File: src/rtl/wb_nor_bus_ctrl.sv
// Pipelined Wishbone slave driving an asynchronous parallel NOR flash.
// Optional macro NOR_BUSY_TIMEOUT_EN: answer a request stalled on RY/BY# with wb_err_o after TIMEOUT cycles.
module wb_nor_bus_ctrl #(
  parameter int ADDRBITS = 26,
  parameter int DATABITS = 16,
  parameter int RD_WAIT  = 7,
  parameter int SETUP    = 1,
  parameter int WR_PULSE = 4,
  parameter int TIMEOUT  = 1024
) (
  input  logic                clk_i,
  input  logic                reset_i,
  input  logic                wb_cyc_i,
  input  logic                wb_stb_i,
  input  logic                wb_we_i,
  input  logic [31:0]         wb_adr_i,
  input  logic [DATABITS-1:0] wb_dat_i,
  output logic                wb_ack_o,
  output logic                wb_err_o,
  output logic                wb_stall_o,
  output logic [DATABITS-1:0] wb_dat_o,
  output logic [ADDRBITS-1:0] nor_addr_o,
  output logic [DATABITS-1:0] nor_data_o,
  output logic                nor_data_oe_o,
  input  logic [DATABITS-1:0] nor_data_i,
  input  logic                nor_ry_by_i,
  output logic                nor_ce_n_o,
  output logic                nor_oe_n_o,
  output logic                nor_we_n_o
);

  typedef enum logic [2:0] {
    S_IDLE, S_RD, S_WR_SETUP, S_WR_PULSE, S_WR_HOLD, S_ACK, S_ERR
  } state_t;

  localparam int MAXC = (RD_WAIT > SETUP) ? ((RD_WAIT > WR_PULSE) ? RD_WAIT : WR_PULSE)
                                          : ((SETUP > WR_PULSE) ? SETUP : WR_PULSE);
  localparam int CW = (MAXC > 1) ? $clog2(MAXC) : 1;

  state_t                state_q, state_d;
  logic [CW-1:0]         cnt_q, cnt_d;
  logic                  ry_meta_q, ready_q;
  logic [ADDRBITS-1:0]   addr_q;
  logic [DATABITS-1:0]   wdata_q, rdata_q;
  logic                  abort_q;
  logic                  accept, adr_bad, rd_last, tmo_hit;

  assign accept  = wb_cyc_i & wb_stb_i & ~wb_stall_o;
  assign adr_bad = |wb_adr_i[31:ADDRBITS];
  assign rd_last = (state_q == S_RD) && (cnt_q == CW'(RD_WAIT - 1));

`ifdef NOR_BUSY_TIMEOUT_EN
  localparam int TW = $clog2(TIMEOUT + 1);
  logic [TW-1:0] tmo_q;
  logic          busy_req;

  assign busy_req = (state_q == S_IDLE) && wb_cyc_i && wb_stb_i && !ready_q;
  assign tmo_hit  = busy_req && (tmo_q == TW'(TIMEOUT - 1));

  always_ff @(posedge clk_i) begin
    if (reset_i || !busy_req || tmo_hit) tmo_q <= '0;
    else                                  tmo_q <= tmo_q + 1'b1;
  end
`else
  assign tmo_hit = 1'b0;
`endif

  always_ff @(posedge clk_i) begin
    if (reset_i) begin
      state_q   <= S_IDLE;
      cnt_q     <= '0;
      ry_meta_q <= 1'b0;
      ready_q   <= 1'b0;
    end else begin
      state_q   <= state_d;
      cnt_q     <= cnt_d;
      ry_meta_q <= nor_ry_by_i;
      ready_q   <= ry_meta_q;
    end
  end

  always_comb begin
    state_d = state_q;
    cnt_d   = cnt_q;
    case (state_q)
      S_IDLE: begin
        cnt_d = '0;
        if (tmo_hit)                  state_d = S_ERR;
        else if (accept && adr_bad)   state_d = S_ERR;
        else if (accept && wb_we_i)   state_d = S_WR_SETUP;
        else if (accept)              state_d = S_RD;
      end
      S_RD: begin
        cnt_d = cnt_q + 1'b1;
        if (rd_last) begin
          state_d = S_ACK;
          cnt_d   = '0;
        end
      end
      S_WR_SETUP: begin
        cnt_d = cnt_q + 1'b1;
        if (cnt_q == CW'(SETUP - 1)) begin
          state_d = S_WR_PULSE;
          cnt_d   = '0;
        end
      end
      S_WR_PULSE: begin
        cnt_d = cnt_q + 1'b1;
        if (cnt_q == CW'(WR_PULSE - 1)) begin
          state_d = S_WR_HOLD;
          cnt_d   = '0;
        end
      end
      S_WR_HOLD: state_d = S_ACK;
      default:   state_d = S_IDLE;
    endcase
  end

  // A dropped cycle only masks the response; the flash access runs to completion.
  always_ff @(posedge clk_i) begin
    if (reset_i) begin
      addr_q  <= '0;
      wdata_q <= '0;
      rdata_q <= '0;
      abort_q <= 1'b0;
    end else begin
      if (accept && !adr_bad && !tmo_hit) begin
        addr_q  <= wb_adr_i[ADDRBITS-1:0];
        wdata_q <= wb_dat_i;
      end
      if (rd_last) rdata_q <= nor_data_i;
      if (accept || tmo_hit)                    abort_q <= 1'b0;
      else if (state_q != S_IDLE && !wb_cyc_i) abort_q <= 1'b1;
    end
  end

  always_comb begin
    wb_stall_o    = 1'b1;
    wb_ack_o      = 1'b0;
    wb_err_o      = 1'b0;
    nor_ce_n_o    = 1'b1;
    nor_oe_n_o    = 1'b1;
    nor_we_n_o    = 1'b1;
    nor_data_oe_o = 1'b0;
    case (state_q)
      S_IDLE:     wb_stall_o = ~ready_q;
      S_RD: begin
        nor_ce_n_o = 1'b0;
        nor_oe_n_o = 1'b0;
      end
      S_WR_SETUP, S_WR_HOLD: begin
        nor_ce_n_o    = 1'b0;
        nor_data_oe_o = 1'b1;
      end
      S_WR_PULSE: begin
        nor_ce_n_o    = 1'b0;
        nor_we_n_o    = 1'b0;
        nor_data_oe_o = 1'b1;
      end
      S_ACK:      wb_ack_o = wb_cyc_i & ~abort_q;
      S_ERR:      wb_err_o = wb_cyc_i & ~abort_q;
      default:    wb_stall_o = 1'b1;
    endcase
  end

  assign wb_dat_o   = rdata_q;
  assign nor_addr_o = addr_q;
  assign nor_data_o = wdata_q;

endmodule
File: config.mk
export PLATFORM = sky130hd
export DESIGN_NAME = wb_nor_bus_ctrl
export DESIGN_NICKNAME = d
export VERILOG_FILES = /design/src/rtl/wb_nor_bus_ctrl.sv
export SDC_FILE = /design/constraint.sdc
export NUM_CORES = 1
export LEC_CHECK = 0
export ABC_CLOCK_PERIOD_IN_PS = 2150
export CAP_MARGIN = 20
export CORE_UTILIZATION = 40
export DETAILED_ROUTE_END_ITERATION = 8
export PLACE_DENSITY_LB_ADDON = 0.2
export RECOVER_POWER = 50
export SETUP_SLACK_MARGIN = 0.4
export SLEW_MARGIN = 10
export SYNTH_ARGS = -nofsm -noshare
export SYNTH_HDL_FRONTEND = slang
export SYNTH_SLANG_ARGS = --single-unit
File: constraint.sdc
create_clock -name clk_i -period 2.15 [get_ports clk_i]
set_input_delay 0.43 -clock clk_i [delete_from_list [all_inputs] [get_ports clk_i]]
set_output_delay 0.43 -clock clk_i [all_outputs]
set_load 0.02 [all_outputs]
Word-level counts from Yosys, hierarchy flattened:

Index checks and enable logic that the tools add are counted.

* word-level logic and storage cells: 61
* input bits: 70
* flip-flop bits (word level): 67

* reductions and logical operators: 16
* muxes and demuxes: 18
* eq/ne operators: 12
* bitwise logic cells: 6
* $add $sub $neg: 1

Operator list (number)
* $mux 3: 9
* $pmux 3 s5: 1
* $eq 3x3->1 const B: 4
* $pmux 3 s4: 1
* $eq 3x2->1 const B: 3
* $mux 1: 7
* $logic_not 3->1: 2
* $ne 2x2->1 const B: 3
* $reduce_or 6->1: 1
* $logic_and 1x1->1: 5
* $ne 4x4->1 const B: 1
* $reduce_and 4->1: 1
* $reduce_bool 4->1: 1
* $reduce_or 4->1: 1
* $add 3x1->3 const B: 1
* $and 1x1->1: 3
* $eq 3x1->1 const B: 1
* $not 1->1: 3
* $reduce_bool 3->1: 1
* $reduce_or 3->1: 1
* $logic_not 1->1: 2
* $reduce_or 2->1: 1

Longest topological paths before layout:

* depth after elaboration: 8
* depth in mapped cells: 8

Worst setup path before layout:

Ideal clock, no wire load.

* path type: reg-to-output
* start: reg state_q[2]
* end: out wb_ack_o
* data required time: 1.720 ns
* data arrival time: 1.156 ns
* setup slack: 0.564 ns
* cell stages (with the launch flop): 4
* path buffers: 1
* cell sequence: dfxtp_1 > buf_2 > nand3_1 > nor3b_1

* word-level cells in the longest chain between the ends: 2

Ends and longest elaborated chain
* from (decl): RTL line 40 `state_t state_q, state_d;`
* from (signal assigned): RTL line 75 `state_q <= state_d;`
* $eq 3x3->1: RTL line 145 `case (state_q)`
* $mux 1: RTL line 145
* to (decl): RTL line 18 `output logic wb_ack_o,`

No other way between the ends.

Worst setup path in the final report:

* start: reg state_q[2]
* end: out nor_ce_n_o

* word-level cells in the longest chain between the ends: 3

Ends and longest elaborated chain
* $eq 3x1->1 (tied with other cells): RTL line 145
* $reduce_or 4->1 (no source line) *
* $mux 1 *: RTL line 145
* to (decl): RTL line 27 `output logic nor_ce_n_o,`

Every way passes the cells marked *; elsewhere a longest branch is shown, timed or not.

==> impl_summary.txt <==
----------------------------------------------------
[Global routing]
  Wire length of the first global-routing pass ... 11,300 um
  M1 GR Usage ... 22.1%
  GRT Overall Usage ... 20.2%
  Peak-usage layer in the global routing report ... met2
  Largest net degree at the start of global routing ... 43
  Via count of the first global-routing pass ... 2,597
  Met3 usage ... 5.84%
  Antenna violations before repair ... 0
  Grt met2 use ... 35.8%
  Congestion Overflow GR ... 0

[Floorplan]
  Initial Utilization ... 41.6%
  Number of primary I/O pins ... 135
  Die outline height ... 83.5 um
  Floorplan core area ... 6390 um^2
  Die Footprint ... 6970 um^2
  Number of standard-cell rows in the floorplan ... 29
  Chip Width ... 83.5 um

[STA]
  Worst max-slew margin expressed relative to the limit ... 47.7%
  Total of endpoints with negative setup slack in the final report ... 0
  Clk_skew ... 0.00535 ns
  Count of final max-slew check failures ... 0
  Highest clock frequency the design can meet ... 0.540 GHz
  Post-route worst hold slack ... 0.444 ns
  Transition time at the pin with the least slew margin ... 0.784 ns
  Crit share post-route ... 86.1%
  Hold Violations, Final ... 0
  Tmin final ... 1.85 ns
  RSZ-0062 raised after global routing ... true

[Logic synthesis]
  Main combinational cell family by area after synthesis ... simple AND/OR/NAND/NOR gates
  Mux contribution to synthesized area ... 0%
  Flip-flop and latch count after synthesis ... 67
  Area contributors post-synth ... sky130_fd_sc_hd__dfxtp_1, sky130_fd_sc_hd__nand2_1, sky130_fd_sc_hd__a21oi_1
  Count of cell types in the netlist ... 37
  Cell accounting for the most synthesized area ... sky130_fd_sc_hd__dfxtp_1
  Synth async-reset ratio ... 0%
  Share of the synthesized netlist area taken by xor and xnor gates ... 0.330%
  Synth warnings ... 0
  Area share of the leading cell type in the synthesized netlist ... 50.5%
  Nets in the synthesized netlist ... 408
  Most frequent cells after synthesis ... sky130_fd_sc_hd__nand2_1, sky130_fd_sc_hd__dfxtp_1, sky130_fd_sc_hd__a21oi_1
  Post-Synthesis Cell Area ... 2660 um^2
  Mean post-synth cell area ... 7.97 um^2
  Complex-gate fraction of the synthesized area ... 16.0%
  Sequential fraction of the synthesis area ... 50.5%
  Count of mapped cells out of synthesis ... 333
  Post-synth EDFFs ... 0
  Most repeated cell in the gate-level netlist after synthesis ... sky130_fd_sc_hd__nand2_1
  Fraction of the mapped netlist area in simple logic gates ... 25.0%
  Post-Synth Adder-Cell Area ... 2.36%
  Prevailing post-synth register cell ... sky130_fd_sc_hd__dfxtp_1

[Setup path]
  Critical-path cell with the highest stage delay ... sky130_fd_sc_hd__dfxtp_1
  Top Family by Delay on Critical Path ... flip-flops
  Crit path DAT ... 1.42 ns
  CP cell instances ... clkinv_1 > xnor2_1 > clkdlybuf4s15_2
  Critical Path Source Type ... register
  Number of cells traversed by the worst register-to-register path ... 7
  Number of buffers and inverters on the critical path ... 2
  Data required time of the critical path ... 1.72 ns
  Crit. path cell count ... 3
  Max FO, Critical Path ... 8
  Kind of critical path ... register to output pin
  CP max stage delay ... 0.47 ns
  Worst setup EP type ... output pin

[Detailed routing]
  Wire length after detailed routing ... 6930 um
  DRC violation count after routing ... 0
  Overall via count from detail_route ... 2,700
  Routed wirelength normalized by instance count ... 12.6 um
  1st-pass router iterations ... 4
  DRC violation total after the first TritonRoute iteration ... 69
  Ratio of routed vias to standard cells ... 4.92
  Final ANT Viol Nets ... 0

[Clocking]
  Total CTS buffers ... 9
  Max H-tree Level ... 3
  Number of clock sinks seen by CTS ... 67
  Post-CTS Hold Fix Bufs ... 0
  Maximum number of buffers from clock root to sink ... 2
  CTS tree ... built
  Latest clock arrival within the worst-skew pair ... 0.33 ns
  Register clock-pin slew on the reported worst setup and hold paths ... 0.07 ns
  Master cell of the clock root buffer ... sky130_fd_sc_hd__clkbuf_8

[Placement]
  Final Wtd Congestion ... 0.786
  Placement Cell Area ... 4080 um^2
  HPWL Detailed ... 4720 um
  Number of input and output port buffers inserted ... 134

[Outcome]
  Outcome ... complete, no violations

[Hold path]
  Instance count along the most critical hold path ... 1
  Min-Delay Path Class ... register to register

[Power and ir drop]
  PwrDens ... 709 nW/um^2
  Maximum VDD drop ... 467 uV
  Leakage Power ... 1.46 nW

[Layout]
  Area overhead of the layout relative to synthesis ... 57.1%
  Diode count ... 0
  Final design area excluding fillers ... 4170 um^2
  Share of post-route cells with drive strength above 1 ... 8.47%
  Nets ... 544

[Run]
  Number of max-cap violations ... 0

----------------------------------------------------
[final timing paths]
path / start / endpoint / slack [ns]
setup / recovery: state_q[2] / nor_ce_n_o / 0.30
hold / removal: ry_meta_q / ready_q / 0.44
setup reg to reg: state_q[2] / nor_addr_o[16] / 0.34
hold reg to reg: ry_meta_q / ready_q / 0.44
[per-stage QoR]
step                      setup TNS (ns)  util, %  power, W  cells  setup WS, ns
after floorplan                        0        -   0.00164    333         0.564
after global placement            -0.104     63.9   0.00194    533       -0.0993
after detailed placement          -0.141     63.9   0.00195    533        -0.115
after CTS                              0     66.9   0.00301    547         0.227
after global routing                   0     65.3   0.00312    549         0.195
final                                  0     65.3   0.00296    549         0.298
[layout by cell type, fill, tap and decap left out, types with 2 or more instances in the layout]
cell	Yosys	layout
sky130_fd_sc_hd__nand2b_1	2	2
sky130_fd_sc_hd__nor2_1	5	5
sky130_fd_sc_hd__inv_1	6	6
sky130_fd_sc_hd__buf_12	0	3
sky130_fd_sc_hd__nand2_1	125	125
sky130_fd_sc_hd__clkbuf_2	0	3
sky130_fd_sc_hd__ha_1	5	5
sky130_fd_sc_hd__a21oi_1	62	62
sky130_fd_sc_hd__buf_4	2	7
sky130_fd_sc_hd__nand3b_1	2	2
sky130_fd_sc_hd__nand3_1	4	3
sky130_fd_sc_hd__a21o_1	2	2
sky130_fd_sc_hd__clkbuf_8	0	12
sky130_fd_sc_hd__nor3_4	1	2
sky130_fd_sc_hd__clkdlybuf4s50_1	0	102
sky130_fd_sc_hd__a211oi_1	4	4
sky130_fd_sc_hd__nor2b_1	5	5
sky130_fd_sc_hd__clkbuf_1	11	25
sky130_fd_sc_hd__dfxtp_1	67	65
sky130_fd_sc_hd__nand4_1	2	2
sky130_fd_sc_hd__buf_2	5	2
[report_power, final]
part           switching, W  total (W)  internal (W)
Combinational      0.000262   0.000576      0.000314
Sequential        0.0000458    0.00132       0.00128
Clock              0.000444    0.00106      0.000616
[final cells by class]
class,instances,area [um^2]
Multi-Input combinational cell,237,1180
Fill cell,589,2220
Clock buffer,12,165
Sequential cell,67,1350
Clock inverter,2,35.0
Inverter,7,26.3
Tap cell,77,96.3
Timing Repair Buffer,147,1320
[layer usage]
metal  vias to the layer above  part of all wire (%)
met3                        12                   6.1
met1                      1229                    42
met5                         -                     0
met4                         0                   2.0
li1                       1360                     -
met2                        99                    50
[logic make-up after synthesis]
group | count (synthesis)
XOR/XNOR | 1
AND/OR/NAND/NOR | 155
buffers and inverters | 29
flip-flops | 67
adder cells (fa/ha/maj) | 5
AO/OA/AOI/OAI | 76
[flip-flops by register name, summed over array words and instances (netlist names)]
register	count
nor_addr_o	26
nor_data_o	16
ready_q	1
state_q	3
abort_q	1
ry_meta_q	1
wb_dat_o	16
cnt_q	3
[what timing repair did]
item,4_1_cts,5_1_grt
buffers inserted,0,1
endpoints found under the setup margin,7,75
gates resized for setup,27,38
gates cloned,0,1
pin swaps,0,2
Note: power is estimated with default switching activity, not from simulation.
